--- config.mk ---
export PLATFORM = sky130hd
export DESIGN_NAME = process_ready_table
export DESIGN_NICKNAME = d
export VERILOG_FILES = /design/src/rtl/process_pkg.sv /design/src/rtl/context_slot.sv /design/src/rtl/process_ready_table.sv
export SDC_FILE = /design/constraint.sdc
export NUM_CORES = 1
export LEC_CHECK = 0
export ABC_AREA = 1
export BUFFER_PORTS_ARGS = -buffer_cell sky130_fd_sc_hd__buf_2
export CELL_PAD_IN_SITES_DETAIL_PLACEMENT = 1
export CELL_PAD_IN_SITES_GLOBAL_PLACEMENT = 2
export CORE_MARGIN = 1
export CORE_UTILIZATION = 30
export CTS_CLUSTER_DIAMETER = 60
export DETAILED_ROUTE_END_ITERATION = 16
export GPL_TIMING_DRIVEN = 1
export HOLD_SLACK_MARGIN = 0.12
export PLACE_DENSITY = 0.71
export SLEW_MARGIN = 10
export SYNTH_ARGS = -nofsm -noshare
export SYNTH_HDL_FRONTEND = slang
export SYNTH_SLANG_ARGS = --single-unit
--- constraint.sdc ---
create_clock -name clk -period 11.6 [get_ports clk]
set_input_delay 1.16 -clock clk [delete_from_list [all_inputs] [get_ports clk]]
set_output_delay 1.16 -clock clk [all_outputs]
set_load 0.05 [all_outputs]
--- src/rtl/process_pkg.sv ---
// Shared encodings for the process ready table: per-slot lifecycle states
// and the scheduler search FSM states.
package process_pkg;

  typedef enum logic [1:0] {
    SLOT_FREE    = 2'b00,
    SLOT_READY   = 2'b01,
    SLOT_RUNNING = 2'b10
  } slot_state_t;

  typedef enum logic [1:0] {
    ST_IDLE   = 2'b00,
    ST_SCAN   = 2'b01,
    ST_REPORT = 2'b10
  } fsm_state_t;

endpackage

--- src/rtl/context_slot.sv ---
// One process context: lifecycle state plus saved program counter.
// The strobes are mutually exclusive by construction in the parent.
module context_slot
  import process_pkg::*;
#(
  parameter int PCW = 32
) (
  input  logic            clk,
  input  logic            reset,
  input  logic            create,
  input  logic            save,
  input  logic            finish,
  input  logic            select,
  input  logic [PCW-1:0]  pc_in,
  output slot_state_t     state,
  output logic [PCW-1:0]  pc
);

  always_ff @(posedge clk or posedge reset) begin
    if (reset) begin
      state <= SLOT_FREE;
      pc    <= '0;
    end else if (finish) begin
      state <= SLOT_FREE;
    end else if (create || save) begin
      state <= SLOT_READY;
      pc    <= pc_in;
    end else if (select) begin
      state <= SLOT_RUNNING;
    end
  end

endmodule

--- src/rtl/process_ready_table.sv ---
// Process table with prioritised create/save/finish commands and a
// one-slot-per-cycle round-robin search for the next READY process.
module process_ready_table
  import process_pkg::*;
#(
  parameter int NPROC = 8,
  parameter int PCW   = 32
) (
  input  logic                     clk,
  input  logic                     reset,
  input  logic                     create_req,
  input  logic                     save_req,
  input  logic                     finish_req,
  input  logic                     sched_req,
  input  logic [$clog2(NPROC)-1:0] proc_id,
  input  logic [PCW-1:0]           pc_in,
  output logic                     busy,
  output logic                     sched_valid,
  output logic                     sched_none,
  output logic [$clog2(NPROC)-1:0] next_id,
  output logic [PCW-1:0]           next_pc,
  output logic                     cmd_err,
  output logic [$clog2(NPROC):0]   num_active
);

  localparam int IDW = $clog2(NPROC);
  localparam logic [IDW-1:0] LAST_ID = IDW'(NPROC - 1);

  slot_state_t    slot_state [NPROC];
  logic [PCW-1:0] slot_pc    [NPROC];

  logic [NPROC-1:0] create_vec;
  logic [NPROC-1:0] save_vec;
  logic [NPROC-1:0] finish_vec;
  logic [NPROC-1:0] select_vec;

  fsm_state_t     state;
  logic [IDW-1:0] scan_ptr;
  logic [IDW-1:0] scan_cnt;
  logic [IDW-1:0] last_sel;
  logic           found;

  slot_state_t tgt_state;
  logic        do_create;
  logic        do_save;
  logic        do_finish;
  logic        do_sched;
  logic        reject;
  logic        hit;

  // Only the highest-priority request is considered; every lower one is
  // dropped and flagged, even when the winner itself is accepted.
  always_comb begin
    tgt_state = slot_state[proc_id];
    do_create = 1'b0;
    do_save   = 1'b0;
    do_finish = 1'b0;
    do_sched  = 1'b0;
    reject    = 1'b0;
    if (state != ST_IDLE) begin
      reject = finish_req | save_req | create_req | sched_req;
    end else if (finish_req) begin
      do_finish = (tgt_state != SLOT_FREE);
      reject    = !do_finish | save_req | create_req | sched_req;
    end else if (save_req) begin
      do_save = (tgt_state == SLOT_RUNNING);
      reject  = !do_save | create_req | sched_req;
    end else if (create_req) begin
      do_create = (tgt_state == SLOT_FREE);
      reject    = !do_create | sched_req;
    end else begin
      do_sched = sched_req;
    end
    hit = (state == ST_SCAN) && (slot_state[scan_ptr] == SLOT_READY);
  end

  generate
    for (genvar gi = 0; gi < NPROC; gi++) begin : g_slot
      assign create_vec[gi] = do_create && (proc_id == IDW'(gi));
      assign save_vec[gi]   = do_save   && (proc_id == IDW'(gi));
      assign finish_vec[gi] = do_finish && (proc_id == IDW'(gi));
      assign select_vec[gi] = hit       && (scan_ptr == IDW'(gi));

      context_slot #(.PCW(PCW)) u_slot (
        .clk    (clk),
        .reset  (reset),
        .create (create_vec[gi]),
        .save   (save_vec[gi]),
        .finish (finish_vec[gi]),
        .select (select_vec[gi]),
        .pc_in  (pc_in),
        .state  (slot_state[gi]),
        .pc     (slot_pc[gi])
      );
    end
  endgenerate

  assign busy = (state != ST_IDLE);

  always_ff @(posedge clk or posedge reset) begin
    if (reset) begin
      state       <= ST_IDLE;
      scan_ptr    <= '0;
      scan_cnt    <= '0;
      last_sel    <= LAST_ID;
      found       <= 1'b0;
      next_id     <= '0;
      next_pc     <= '0;
      sched_valid <= 1'b0;
      sched_none  <= 1'b0;
    end else begin
      sched_valid <= 1'b0;
      sched_none  <= 1'b0;
      case (state)
        ST_IDLE: begin
          if (do_sched) begin
            scan_ptr <= last_sel + 1'b1;
            scan_cnt <= '0;
            state    <= ST_SCAN;
          end
        end
        ST_SCAN: begin
          if (hit) begin
            found    <= 1'b1;
            last_sel <= scan_ptr;
            next_id  <= scan_ptr;
            next_pc  <= slot_pc[scan_ptr];
            state    <= ST_REPORT;
          end else begin
            found    <= 1'b0;
            scan_ptr <= scan_ptr + 1'b1;
            scan_cnt <= scan_cnt + 1'b1;
            // The last of NPROC candidates just missed.
            if (scan_cnt == LAST_ID) state <= ST_REPORT;
          end
        end
        ST_REPORT: begin
          sched_valid <= found;
          sched_none  <= !found;
          state       <= ST_IDLE;
        end
        default: state <= ST_IDLE;
      endcase
    end
  end

  always_ff @(posedge clk or posedge reset) begin
    if (reset) begin
      cmd_err    <= 1'b0;
      num_active <= '0;
    end else begin
      cmd_err <= reject;
      if (do_create)      num_active <= num_active + 1'b1;
      else if (do_finish) num_active <= num_active - 1'b1;
    end
  end

endmodule

==> results.md, run 1 <==
Routing:
- The number of DRC violations after detailed-routing iteration 0 is 624.
- The met3 routed wirelength is 1.40 mm.
- The met1 wire length is 22.3 mm.
- The wire length per cell is 18.4 µm.
- The detail-routed via count per cell is 4.87.
- After detailed routing, no signal wire sits above met4.
- Summing over every cut layer, the via total after detailed routing is 11,717.
- Summed over all nets, wire length on met2 after detailed routing comes to 19.9 mm.
- For this block, the routed nets add up to 44.3 mm of wire.
- Once detail routing completed, the nets flagged for antenna violations numbered 0.
- The first-pass detailed-route iteration total is 11.
- The post-detailed-route DRC marker count is 5.

Pwr:
- Per report_power, the combinational group accounts for 31.6% of the total.
- VDD sags by at most 0.170 mV.
- In this run, the clock network consumes 27.1% of the power.
- Per report_power, the sequential group accounts for 41.3% of the total.
- The internal portion of the total power is 2760 µW.
- After layout, the design draws a total of 4540 µW.
- In this run the static leakage power is 0.00807 µW.
- The reported net switching power is 1780 µW.
- In this run the power density over the cells is 275 mW/mm².
- The switching power share of the total is 39.2%.

Min path:
- In this run the worst hold path is classified as flop to flop.
- The startpoint identified for the worst hold timing path is found.
- The worst hold endpoint is sched_none.
- The cell depth of the worst hold path is 1.

Timing:
- The max-slew headroom at the worst pin is 30.8%.
- The minimum clock period is 4360 ps.
- The count of final max-slew check failures is 0.
- On the final layout, the worst clock skew is 13.7 ps.
- The final hold violation count is 0.
- Setup violations remaining at the end of the flow were counted as 0.
- Setup repair after global routing left no endpoint under its margin.
- In the finished design, the share of the clock period the worst path needs comes to 37.6%.
- After routing, the total negative slack on setup checks comes to 0 ps.
- Based on the critical path, the design can be clocked at up to 0.229 GHz.
- The worst-margin pin slew is 1040 ps.

Worst setup path:
- The capturing point of the worst reg2reg path is next_pc[25].
- For the worst setup path, the data arrival time is 4840 ps.
- The worst setup path is captured at a flop.
- Setup slack on the worst reg-to-reg path comes out at 7240 ps.
- Measured in cells, the most critical reg-to-reg path has a length of 13.
- The largest fanout on the critical path is 59.
- The endpoint required time on the critical path is 12,080 ps.
- The startpoint type of the worst setup path is a flop.
- The startpoint identified for the worst register-to-register timing path is scan_ptr[0].
- The critical path is of the flop to flop type.

Placed design:
- The number of placed instances, taps included is 2,333.
- Routability-driven placement finished with a final weighted congestion of 0.784.
- Detailed placement finished with a half-perimeter wire length of 24.5 mm.
- The number of buffer cells added on primary ports is 83.

Floorplanning:
- The core outline area is 0.0469 mm².
- The die covers 0.0486 mm².
- From bottom edge to top edge, the die measures 221 µm.
- The initial utilization of the core area, before any placement, comes to 30.6%.
- During I/O placement, the number of pins put on the boundary was 84.
- The die outline width is 221 µm.
- In this run the core area contains 79 standard-cell rows.

Layout:
- In the layout the commonest cells are nand2_1, dfrtp_1, o21ai_0, inv_1, buf_2.
- Relative to the synthesized area, the layout overhead comes to 15.3%.
- The post-layout instance count excluding filler cells is 2,405.
- The layout cell share with drive strength beyond 1 is 10.1%.
- The number of inserted filler cells in the final layout is 5,608.
- Leaving out fill and tap cells, the most frequent cell in the layout is nand2_1.
- The diode insertion count for antenna repair is 0.
- The number of nets in the layout is 1,816.

Clocking:
- The CTS buffer count is 41.
- After clock tree synthesis, the repair step resized 0 gates.
- The clock network latency to the later pin of the worst-skew pair is 560 ps.
- The total setup buffers inserted after CTS is 0.
- After clock tree synthesis, the clock-pin slew on the worst setup and hold paths is 60 ps.
- TritonCTS built the clock tree.
- Clock tree synthesis selected as its root buffer the cell clkbuf_16.
- In this run, post-CTS hold repair placed 0 buffers.
- The H-tree was split into 2 levels.
- For this design, the sink count on the clock tree is 326.
- The buffer depth of the longest clock path is 3.

Run status:
- The final reports fail on DRC.
- The flow ran to the end, but the final reports show violations.

Yosys:
- The number of library cell types mapped by synthesis is 36.
- The post-synthesis average cell area is 8.28 µm².
- The cell count after synthesis is 1,729.
- Synthesis inferred 326 register bits.
- The synthesis warning total is 0.
- Summing every instance area after synthesis gives 0.0143 mm².
- The number of nets in the synthesized netlist is 1,776.
- The post-synthesis sequential area ratio is 57.0%.

Global route:
- The via count of the first global-routing pass is 12,072.
- Entering global routing, the biggest net connects 123 pins.
- The overall fraction of global-route tracks in use is 19.1%.
- The number of antenna violations at the first check in global routing was 0.
- For this run the aggregate overflow at the end of global routing stands at 0.
- The first global-routing pass estimated 71.4 mm of wire.

Run:
- Max-cap violations in this run came to 0.
[synth_stat cells, drive strengths merged]
| cell | instances | share of area (%) |
|---|---|---|
| nor4 | 2 | 0.13 |
| dfstp | 3 | 0.55 |
| a21oi | 19 | 0.66 |
| nand2 | 702 | 19 |
| buf | 39 | 1.4 |
| xor2 | 2 | 0.12 |
| o211ai | 5 | 0.26 |
| nand3b | 1 | 0.052 |
| a31oi | 18 | 0.79 |
| xnor2 | 1 | 0.061 |
| a22oi | 11 | 0.58 |
| fa | 1 | 0.14 |
| inv | 100 | 2.6 |
| ha | 5 | 0.44 |
| nor3 | 3 | 0.10 |
| a21o | 1 | 0.052 |
| clkinv | 3 | 0.079 |
| nand3 | 44 | 1.6 |
| o21ai | 295 | 10 |
| a22o | 5 | 0.31 |
| a41oi | 10 | 0.61 |
| nor2 | 43 | 1.2 |
| clkbuf | 61 | 1.6 |
| nand4 | 32 | 1.4 |
| dfrtp | 323 | 56 |
[critical path, cell delays in order, from the launching register on]
cell	delay [ps]
dfrtp_1	470
nor2_4	130
buf_4	660
clkinv_1	690
o21ai_0	450
nor2_1	90
nand2_1	100
nand2_4	80
inv_2	90
nor2_4	30
buf_4	340
inv_2	820
nand2_1	150
nand2_1	110
[layout make-up]
cell class,instances,area (µm²),area share [%]
tap,607,759,4.60
clock buffer,63,1200,7.27
sequential,326,8160,49.4
clock inverter,9,83.8,0.508
timing repair buffer,97,520,3.15
inverter,103,394,2.39
multi-input combinational,1200,5400,32.7
[cell families after synthesis]
family	Yosys count	share of synthesized area, %
and+or+nand+nor	827	23.0
AOI/OAI and AO/OA	364	13.6
DFF	326	57.0
buffers and inverters	203	5.73
adders and majority gates	6	0.577
xor gates and xnor gates	3	0.183
[power by group through the flow]
stage	logic [µW]	clock network, µW	registers (µW)
finish	1430	1230	1880
global route	1630	1320	1940
CTS	1460	1270	1880
detailed placement	1450	0	1890
global placement	1410	0	1880
floorplan	836	0	2040
[per-layer routing]
metal,vias up,global-route usage (%)
met5,-,0
met4,0,4.61
met3,59,2.96
met2,160,29.7
met1,5815,27.7
li1,5683,-
[how the worst max path moves through the flow]
stage                      startpoint          end
after floorplan                 reset      cmd_err
after global placement    scan_ptr[0]        found
after detailed placement  scan_ptr[0]  next_pc[25]
after CTS                 scan_ptr[0]  next_pc[25]
after global routing      scan_ptr[0]  next_pc[25]
final                     scan_ptr[0]  next_pc[25]
[sequential cells by signal (all words and copies together) (netlist names)]
name / flops
next_pc: 32
next_id: 3
sched_none: 1
num_active: 4
scan_ptr: 3
state: 2
scan_cnt: 3
g_slot.u_slot.pc: 256
sched_valid: 1
found: 1
cmd_err: 1
g_slot.u_slot.state: 16
last_sel: 3
[through the flow]
| step | hold WS, ps | util, % | area, µm² | worst slack, ps |
|---|---|---|---|---|
| after CTS | 429 | 35.3 | 16500 | 7140 |
| after global placement | 420 | 32.5 | 15200 | 7230 |
| after floorplan | 408 | - | 14300 | 1420 |
| final | 428 | 35.3 | 16500 | 7240 |
| after global routing | 451 | 35.3 | 16500 | 6950 |
| after detailed placement | 421 | 32.5 | 15200 | 7150 |
No activity file was read; power rests on OpenSTA's default activity.
==> run 2, diff against run 1 <==
--- a/config.mk
+++ b/config.mk
@@ -5,7 +5,7 @@
 export SDC_FILE = /design/constraint.sdc
 export NUM_CORES = 1
 export LEC_CHECK = 0
-export ABC_AREA = 1
+export ABC_AREA = 0
 export BUFFER_PORTS_ARGS = -buffer_cell sky130_fd_sc_hd__buf_2
 export CELL_PAD_IN_SITES_DETAIL_PLACEMENT = 1
 export CELL_PAD_IN_SITES_GLOBAL_PLACEMENT = 2
@@ -15,7 +15,7 @@
 export DETAILED_ROUTE_END_ITERATION = 16
 export GPL_TIMING_DRIVEN = 1
 export HOLD_SLACK_MARGIN = 0.12
-export PLACE_DENSITY = 0.71
+export PLACE_DENSITY = 0.64
 export SLEW_MARGIN = 10
 export SYNTH_ARGS = -nofsm -noshare
 export SYNTH_HDL_FRONTEND = slang
==> constraint.sdc (replaced) <==
create_clock -name clk -period 3.7 [get_ports clk]
set_input_delay 0.37 -clock clk [delete_from_list [all_inputs] [get_ports clk]]
set_output_delay 0.37 -clock clk [all_outputs]
set_load 0.05 [all_outputs]
==> results.md, run 2 <==
Pwr:
- The power per cell area is 867 mW/mm².
- The design internal power is 10,100 µW.
- The clock network power share is 26.0%.
- The maximum VDD drop is 0.333 mV.
- The final total power is 15,400 µW.
- The analysis attributes to net switching a power of 5350 µW.
- The reported leakage power is 0.00841 µW.
- The proportion of power drawn by flip-flops and latches is 39.1%.
- The switching power share of the total is 34.7%.
- Combinational logic burns 35.0% of the power.

Min path:
- The origin of the worst min-delay path is pc_in[1].
- The path with the worst hold slack has its endpoint at g_slot[0].u_slot.pc[1].
- The worst hold path passes through 2 cells.
- The min-delay analysis places its worst path in the category input pin to flop.

Routing:
- After the first detailed-routing iteration, the DRC count stood at 408.
- The post-detailed-route DRC marker count is 0.
- Using the TritonRoute via totals, the vias-per-cell ratio works out to 4.89.
- The wire length per cell is 21.0 µm.
- The first detailed-routing pass took 6 iterations.
- The via count is 8,726.
- For this block, the routed nets add up to 37.5 mm of wire.
- Once detail routing completed, the nets flagged for antenna violations numbered 0.

Layout:
- The share of the core filled with cells is 35.5%.
- In the final layout, the registers with the most flip-flops are g_slot.u_slot.pc (256), next_pc (32), g_slot.u_slot.state (16).
- The diode insertion count for antenna repair is 0.
- The number of nets in the layout is 1,130.
- After the flow finishes, the layout carries non-filler instances totaling 1,786.
- The library cell used most frequently in the layout, excluding fill and tap cells, is dfrtp_1.
- Counting the fill cells in the layout gives 5,257.
- The post-synthesis to final-layout area growth is 16.8%.
- The layout cell share with drive strength beyond 1 is 46.1%.
- The flip-flop count of the largest register after layout is 256.
- g_slot.u_slot.pc holds more flip-flops than any other register.
- Leaving out fill and tap cells, the most frequent cells in the layout are dfrtp_1, mux2_2, mux2_4, buf_2, mux4_2.

Timing:
- The maximum clock rate is 0.351 GHz.
- In the post-route analysis, the smallest setup slack over all paths is 852 ps.
- Setup repair after global routing left no endpoint under its margin.
- The ratio of final minimum period to clock period is 77.0%.
- The final hold violation count came to 0.
- The final setup violation count is 0.
- Across the routed clock network, the largest skew measured is 22.3 ps.
- The worst path needs 2850 ps of the cycle, external delays included.
- At the pin with the least slew margin, the transition time is 863 ps.
- The max-slew headroom at the worst pin is 42.3%.
- The count of final max-slew check failures is 0.

Worst setup path:
- In this run the worst path has a maximum fanout of 45.
- In this run the register-to-register setup slack is 850 ps.
- The arrival time reported for the critical path endpoint is 3290 ps.
- The delay of the slowest critical-path stage is 890 ps.
- The worst register-to-register path ends at scan_ptr[1].
- Walking the worst path, the cells encountered are a31oi_1, mux4_2, o21ai_1, mux2_2.
- The library cell contributing the largest single delay on the critical path is dfrtp_4.
- STA classifies the critical path startpoint as a flop.
- The kind of capture point of the worst setup path is a flop.
- For the worst flop-to-flop path, the logic depth is 4.
- The launch instance of the worst register-to-register path is scan_ptr[1].
- For the worst setup path, the data required time is 4140 ps.
- The class of the most critical setup path is flop to flop.

Floorplanning:
- The initialized floorplan defines 82 standard-cell rows.
- The die covers 0.0516 mm².
- The initial core utilization is 30.4%.
- The core outline area is 0.0501 mm².
- The die outline width is 227 µm.
- The floorplan step set the die height to 227 µm.
- 84 I/O pins were placed.

Clocking:
- The H-tree depth is 2.
- For the worst-skew pair, the clock arrives at the later sink with an insertion delay of 550 ps.
- The clock-pin slew on the worst setup and hold paths is 60 ps.
- The CTS tree is done.
- Counting every sink on the clock net gives 326.
- The clock root buffer master is clkbuf_16.
- The total setup buffers inserted after CTS is 0.
- The number of gates given a new drive strength after cts is 0.
- In this run, post-CTS hold repair placed 2 buffers.
- The buffer depth of the longest clock path is 3.
- Counting the buffers created by CTS gives 40.

Yosys:
- Of all flip-flops after synthesis, the portion carrying an async set or reset was 100%.
- In this run the cell area of the synthesized design comes to 0.0152 mm².
- By area the synthesized netlist is led by dfrtp_1, mux2_2, mux4_2.
- Counting flops and latches in the post-synthesis netlist gives 326.
- The post-synth net total is 1,040.
- The most instantiated flip-flop cell in the synthesis netlist is dfrtp_1.
- Synthesis produced a netlist whose cell count is 993.
- The post-synthesis average cell area is 15.3 µm².
- Summing the sequential cell areas from Yosys gives 53.6% of the chip area.
- The library cell with the highest instance count after synthesis is dfrtp_1.
- In this run, synthesis inferred 0 flip-flops with an integrated enable.
- The synthesis warning total is 0.
- Summed over all instances, the cell type with the most area after synthesis is dfrtp_1.
- By count the netlist is led by dfrtp_1, mux2_2, mux2_4, mux4_2, nor2_1.
- In this run the biggest area consumer among cell types represents 53.1% of the synthesized area.
- In this run, distinct cell masters in the synthesized netlist total 62.

Placed design:
- Buffers placed on the I/O ports in this run total 83.
- Prior to clock tree synthesis, the placed netlist has a worst setup slack of 601 ps.
- The half-perimeter wire length after placement is 23.0 mm.
- The congestion estimate from routability-driven global placement came to 0.779.
- In this run, placement finished with an instance count of 1,711.

Global route:
- The via count of the first global-routing pass is 9,930.
- The number of antenna violations at the first check in global routing came to 3.
- The wire length of the first global-routing pass is 60.4 mm.
- Entering global routing, the biggest net connects 111 pins.
- Global routing finished with a remaining overflow of 0.
- The overall fraction of global-route tracks in use is 15.3%.

Run:
- The tool flagged a number of max-cap violations equal to 0.

Run status:
- The run finished with clean final reports.
-- run 2: cell types whose count changed after synthesis, moves of 15 or more --
cell	delta
a21oi_1	+17
mux2_4	+89
mux4_2	+65
nand4_1	-31
mux2_2	+164
nand3_1	-40
inv_1	-80
o21ai_0	-266
clkbuf_1	-46
mux2i_1	+41
a31oi_1	-15
nand2_1	-667
-- run 2: worst max-delay path by stage --
| stage | startpoint | to | slack (ps) | depth (start not counted) |
|---|---|---|---|---|
| final | scan_ptr[1] | scan_ptr[1] | 850 | 4 |
| after global routing | scan_ptr[1] | next_pc[5] | 710 | 7 |
| after CTS | scan_ptr[1] | scan_ptr[1] | 840 | 4 |
| after floorplan | reset | cmd_err | -1020 | 1 |
| after global placement | proc_id[1] | num_active[3] | 620 | 11 |
| after detailed placement | proc_id[1] | num_active[3] | 600 | 11 |
-- run 2: area by class of cell --
class | instances | area [µm²] | share of cell area [%]
Clock buffer | 60 | 1220 | 6.85
Clock inverter | 13 | 146 | 0.823
Inverter | 13 | 52.6 | 0.295
Multi-Input combinational cell | 594 | 6620 | 37.2
Sequential cell | 326 | 8170 | 45.9
Tap cell | 672 | 841 | 4.73
Timing Repair Buffer | 108 | 733 | 4.12
-- run 2: metal layers --
metal	wire length, µm	global-route usage (%)	part of all wire, %
met1	17600	21.1	47
met2	17800	24.6	48
met5	40	0	0.11
met3	1240	2.68	3.3
met4	817	4.72	2.2
-- run 2: per-stage QoR --
step	area [µm²]	hold slack, ps	setup TNS (ps)
2_1_floorplan	15200	423	-328900
3_3_place_gp	16400	432	0
3_5_place_dp	16400	433	0
4_1_cts	17800	126	0
5_1_grt	17800	164	0
6_report	17800	152	0
-- run 2: critical path: cells and delay by family (launching register included) --
family	cells	cell delay [ps]
mux	2	1050
compound gates	2	760
flops	1	890
-- run 2: cell families (layout without fill, tap and decap cells) --
kind of cell / after synthesis / after routing / synth area share, %
AOI/OAI and AO/OA: 97 / 97 / 4.46
and+or+nand+nor: 119 / 119 / 4.34
DFF: 326 / 326 / 53.6
muxes: 367 / 367 / 33.8
adders and majority gates: 7 / 7 / 0.608
buffers and inverters: 73 / 194 / 2.93
xor gates and xnor gates: 4 / 4 / 0.230
-- run 2: power groups by stage --
stage / clock network (µW) / logic, µW / registers [µW]
after global placement: 0 / 5350 / 6030
after global routing: 4280 / 5850 / 6240
final: 4010 / 5390 / 6030
after detailed placement: 0 / 5450 / 6100
after floorplan: 0 / 3710 / 6370
after CTS: 4140 / 5480 / 6050
